File: src/rtl/rx_fifo_arbiter.sv
// Receive FIFO arbiter: pops one word at a time and presents it to the Host or BIST requester,
// with round-robin fairness, an acknowledge timeout and a saturating count of dropped words.
module rx_fifo_arbiter #(
    parameter int DATA_BITS   = 8,
    parameter int ACK_TIMEOUT = 16
) (
    input  logic                 Clk,
    input  logic                 Rst_n,
    input  logic                 FIFO_Empty,
    input  logic [DATA_BITS-1:0] FIFO_Data,
    output logic                 Read_Done,
    input  logic                 BIST_Mode,
    input  logic                 Host_Req,
    input  logic                 BIST_Req,
    input  logic                 Host_Ack,
    input  logic                 BIST_Ack,
    output logic                 Host_Valid,
    output logic                 BIST_Valid,
    output logic [DATA_BITS-1:0] Host_Data,
    output logic [DATA_BITS-1:0] BIST_Data,
    output logic [7:0]           Drop_Count,
    output logic                 Busy
);

    localparam logic [7:0] TIMEOUT_LOAD = 8'(ACK_TIMEOUT);

    typedef enum logic [1:0] {
        S_IDLE    = 2'd0,
        S_POP     = 2'd1,
        S_CAPTURE = 2'd2,
        S_HOLD    = 2'd3
    } state_t;

    state_t     state_reg, state_next;
    logic       winner_reg, winner_next;   // 0 = Host, 1 = BIST
    logic       last_reg, last_next;       // requester granted most recently
    logic [7:0] timer_reg, timer_next;
    logic [7:0] drop_reg, drop_next;

    logic [1:0] req_vec;
    logic [1:0] ack_vec;
    logic       pick;
    logic       winner_ack;
    logic       capture_evt;
    logic       release_evt;

    // Bit 0 is the Host slot, bit 1 the BIST slot; BIST_Mode masks the Host request.
    assign req_vec    = {BIST_Req, Host_Req & ~BIST_Mode};
    assign ack_vec    = {BIST_Ack, Host_Ack};
    assign winner_ack = ack_vec[winner_reg];
    assign pick       = (req_vec == 2'b11) ? ~last_reg : req_vec[1];

    // State register
    always_ff @(posedge Clk or negedge Rst_n) begin
        if (!Rst_n) begin
            state_reg  <= S_IDLE;
            winner_reg <= 1'b0;
            last_reg   <= 1'b1;
            timer_reg  <= 8'd0;
            drop_reg   <= 8'd0;
        end else begin
            state_reg  <= state_next;
            winner_reg <= winner_next;
            last_reg   <= last_next;
            timer_reg  <= timer_next;
            drop_reg   <= drop_next;
        end
    end

    // Next-state logic
    always_comb begin
        state_next  = state_reg;
        winner_next = winner_reg;
        last_next   = last_reg;
        timer_next  = timer_reg;
        drop_next   = drop_reg;
        case (state_reg)
            S_IDLE: begin
                if (!FIFO_Empty && (req_vec != 2'b00)) begin
                    winner_next = pick;
                    last_next   = pick;
                    state_next  = S_POP;
                end
            end
            S_POP: begin
                state_next = S_CAPTURE;
            end
            S_CAPTURE: begin
                timer_next = TIMEOUT_LOAD;
                state_next = S_HOLD;
            end
            S_HOLD: begin
                if (winner_ack) begin
                    state_next = S_IDLE;
                end else if (timer_reg <= 8'd1) begin
                    // Ack in this same cycle would have won above, so this is a genuine drop.
                    state_next = S_IDLE;
                    if (drop_reg != 8'hFF) begin
                        drop_next = drop_reg + 8'd1;
                    end
                end else begin
                    timer_next = timer_reg - 8'd1;
                end
            end
            default: begin
                state_next = S_IDLE;
            end
        endcase
    end

    // Output logic
    always_comb begin
        Read_Done   = 1'b0;
        Busy        = 1'b0;
        capture_evt = 1'b0;
        release_evt = 1'b0;
        case (state_reg)
            S_IDLE: begin
                Busy = 1'b0;
            end
            S_POP: begin
                Read_Done = 1'b1;
                Busy      = 1'b1;
            end
            S_CAPTURE: begin
                Busy        = 1'b1;
                capture_evt = 1'b1;
            end
            S_HOLD: begin
                Busy        = 1'b1;
                release_evt = winner_ack || (timer_reg <= 8'd1);
            end
            default: begin
                Busy = 1'b0;
            end
        endcase
    end

    // Per-requester presentation registers; slot 0 is Host, slot 1 is BIST.
    for (genvar gi = 0; gi < 2; gi++) begin : g_req
        logic                 valid_reg;
        logic [DATA_BITS-1:0] data_reg;
        logic                 is_winner;

        assign is_winner = (winner_reg == 1'(gi));

        always_ff @(posedge Clk or negedge Rst_n) begin
            if (!Rst_n) begin
                valid_reg <= 1'b0;
                data_reg  <= '0;
            end else if (capture_evt && is_winner) begin
                valid_reg <= 1'b1;
                data_reg  <= FIFO_Data;
            end else if (release_evt && is_winner) begin
                valid_reg <= 1'b0;
            end
        end
    end

    assign Host_Valid = g_req[0].valid_reg;
    assign BIST_Valid = g_req[1].valid_reg;
    assign Host_Data  = g_req[0].data_reg;
    assign BIST_Data  = g_req[1].data_reg;
    assign Drop_Count = drop_reg;

    a_one_valid : assert property (@(posedge Clk) disable iff (!Rst_n)
        !(Host_Valid && BIST_Valid));

    a_no_pop_when_empty : assert property (@(posedge Clk) disable iff (!Rst_n)
        (state_reg == S_IDLE && FIFO_Empty) |=> (state_reg != S_POP));

endmodule
File: config.mk
export PLATFORM = sky130hd
export DESIGN_NAME = rx_fifo_arbiter
export DESIGN_NICKNAME = d
export VERILOG_FILES = /design/src/rtl/rx_fifo_arbiter.sv
export SDC_FILE = /design/constraint.sdc
export NUM_CORES = 1
export LEC_CHECK = 0
export BUFFER_PORTS_ARGS = -buffer_cell sky130_fd_sc_hd__buf_2
export CELL_PAD_IN_SITES_DETAIL_PLACEMENT = 1
export CELL_PAD_IN_SITES_GLOBAL_PLACEMENT = 1
export CORE_MARGIN = 2
export CORE_UTILIZATION = 45
export CTS_CLUSTER_SIZE = 24
export DETAILED_ROUTE_END_ITERATION = 16
export PLACE_DENSITY = 0.93
export SYNTH_ARGS = -nofsm -noshare
export SYNTH_HDL_FRONTEND = slang
export SYNTH_SLANG_ARGS = --single-unit
File: constraint.sdc
create_clock -name Clk -period 5 [get_ports Clk]
set_input_delay 0.25 -clock Clk [delete_from_list [all_inputs] [get_ports Clk]]
set_output_delay 0.25 -clock Clk [all_outputs]
set_load 0.01 [all_outputs]
==> key figures <==
Setup path
  • Reg2reg start: timer_reg[5]
  • CP delay by family, top: simple AND/OR/NAND/NOR gates
  • Worst reg2reg path endpoint: state_reg[1]
  • Crit Path Max Fanout: 12
  • Slowest-stage cell, CP: or4_4
  • R2r setup slk: 2.57 ns
  • Data arrival time at the worst-slack endpoint: 2.60 ns
  • Slowest stage delay, CP: 0.61 ns
  • WS Path Type: flip-flop to flip-flop
  • Critical path required time: 5.17 ns
  • Crit path top cell by count: or4_4
  • Chain of cells forming the critical path: or4_4 > or4_4 > a22oi_1 > mux2_2
  • CP endpoint kind: flip-flop
  • Worst r2r path cells: 4
  • Critical path buffers and inverters: 0
  • Startpoint Class: flip-flop

Layout
  • # fillers: 438
  • # diodes: 0
  • Area Overhead vs Synth: 20.3%
  • Fraction of layout cells with a size suffix above 1: 39.2%
  • Final #Nets: 227
  • Commonest non-fill, non-tap cell in the layout: buf_2
  • Most frequent cells in the layout: 43 x buf_2, 37 x dfrtp_1, 19 x mux2_2
  • Final cell count without fillers: 254

Floorplan
  • Std cell rows: 23
  • Num ports: 44
  • Core area: 4000 sq um
  • Die Y: 68.7 um
  • Chip width: 68.7 um
  • Initial Util: 47.1%
  • Die footprint: 4720 sq um

Power
  • VDD IR max: 0.000372 V
  • Pwr/cell area: 614 nW/um^2
  • Lkg Pwr: 1.10 nW

Yosys
  • Synth async-reset ratio: 100%
  • Syn_nets: 183
  • Yosys reg bits: 38
  • Netlist Area Pre-Place: 1880 sq um
  • Post-synth EDFFs: 0
  • Syn Area/Cell: 11.8 sq um
  • Cell taking the most area after synthesis: dfrtp_1
  • Yosys warns: 0
  • Post-Synthesis Cells: 159
  • Top-area cell type share of the netlist area: 49.2%
  • Seq/Total Area, Yosys: 50.6%
  • Leading register cell type out of synthesis: dfrtp_1
  • Cell variety after synth: 36
  • Top cells by area, synth: dfrtp_1 49%, mux2_2 11%, ha_1 5.3%, xor2_1 2.8%, mux2i_1 2.7%

Clock network
  • TritonCTS clock tree: done
  • CTS Hold Buffers Added: 0
  • Maximum buffer depth of the clock tree: 2
  • Clk slew on worst S/H paths: 0.08 ns
  • H-tree Lvls: 2
  • CTS root buf: clkbuf_8
  • CTS resizes: 0
  • Clock sink count: 38
  • CTS Buf Count: 5
  • Clk_lat worst skew: 0.29 ns
  • Post-CTS setup buffer count: 0

Drt
  • Routed Antenna Nets: 0
  • Vias: 1390
  • Avg WL per Cell: 16.9 um
  • Drt first-iter violations: 49
  • DRC viols: 0
  • Drt pass-1 iters: 4
  • Total detailed-routing wirelength: 4280 um
  • Vias per inst: 5.47

Global route
  • Total Routing Usage GR: 20.5%
  • Largest net degree at the start of global routing: 39
  • Congestion Overflow GR: 0
  • GR Util met2: 34.4%
  • GR met1 Demand/Resource: 25.9%
  • Most used routing layer: met2
  • Initial antenna violation count: 0
  • First-pass GRT wire length: 7100 um
  • M3 GR Usage: 5.36%
  • Vias in the first global route: 1464

Placement
  • Dpl ws: 2.59 ns
  • Gpl congestion: 0.767
  • DP Cell Count: 246
  • Buffers added on ports: 43
  • Dpl hpwl: 3160 um

Outcome
  • Outcome: finished, final reports clean

Run
  • Max_cap viols: 0

Timing
  • Rel. slew slack: 46.3%
  • Max Clock Freq: 0.411 GHz
  • Minimum clock period: 2.43 ns
  • Unrepaired setup endpoints after global routing: no
  • Worst slew pin tran: 0.806 ns
  • Final hold vios: 0
  • Final Setup Violations: 0
  • Setup TNS: 0 ns
  • Worst Clk Skew: 0.00989 ns
  • Period utilisation layout: 48.6%
  • Final setup margin: 2.57 ns
  • Max-slew violations: 0

Min path
  • Hold/Removal Path Class: input pin to asynchronous set/reset pin
[cell type report]
class | instances | area [sq um] | share of cell area (%)
Clock buffer | 6 | 82.6 | 3.64
Inverter | 7 | 26.3 | 1.16
Multi-Input combinational cell | 108 | 867 | 38.3
Clock inverter | 2 | 60.1 | 2.65
Tap cell | 50 | 62.6 | 2.76
Sequential cell | 38 | 952 | 42.0
Timing Repair Buffer | 43 | 215 | 9.50
[logic make-up after synthesis]
family	Yosys count	synth area share [%]
compound gates	19	6.71
xor+xnor	6	2.79
fa+ha+maj	8	5.32
buf+inv	13	3.39
flops	38	50.6
mux	24	14.0
simple gates	51	17.2
[how the worst max path moves through the flow]
| stage | start | endpoint | slack [ns] | depth (start not counted) |
|---|---|---|---|---|
| floorplan | timer_reg[4] | Drop_Count[1] | 2.73 | 5 |
| detailed placement | timer_reg[4] | state_reg[1] | 2.59 | 4 |
| CTS | timer_reg[5] | state_reg[1] | 2.57 | 4 |
| global placement | timer_reg[5] | Drop_Count[1] | 2.64 | 4 |
| finish | timer_reg[5] | state_reg[1] | 2.57 | 4 |
| global route | timer_reg[5] | Drop_Count[1] | 2.50 | 4 |
[power breakdown]
| part | switching [mW] | internal (mW) |
|---|---|---|
| Sequential | 0.0875 | 0.428 |
| Clock | 0.112 | 0.213 |
| Combinational | 0.301 | 0.249 |
[cells in the mapped netlist, types with 2 or more instances]
master / instances
a31oi_1: 2
ha_1: 8
nor4b_2: 2
xor2_1: 6
or4_4: 2
nor3_1: 2
inv_1: 7
nand2b_1: 3
clkbuf_1: 4
buf_6: 2
nor2b_1: 4
a21oi_1: 3
dfrtp_1: 37
mux2i_1: 5
nand3_1: 6
nor4_2: 4
mux2_2: 19
nor2_1: 10
o211ai_1: 3
nor4_1: 2
nand2_1: 7
o21ai_0: 4
nand4_1: 3
and3_1: 2
[per-stage QoR]
step	area [sq um]	total power [mW]	util [%]	hold WS (ns)
floorplan	1880	0.885	-	-0.0456
global placement	2120	1.03	53.1	0.399
detailed placement	2120	1.07	53.1	0.404
CTS	2270	1.40	56.6	0.0813
global route	2270	1.48	56.6	0.104
finish	2270	1.39	56.6	0.0393
[routing by layer]
layer,routed length (um),share of wire (%)
met4,55,1.3
met3,234,5.5
met1,1790,42
met2,2210,52
met5,0,0
(Power assumes the default switching activity.)
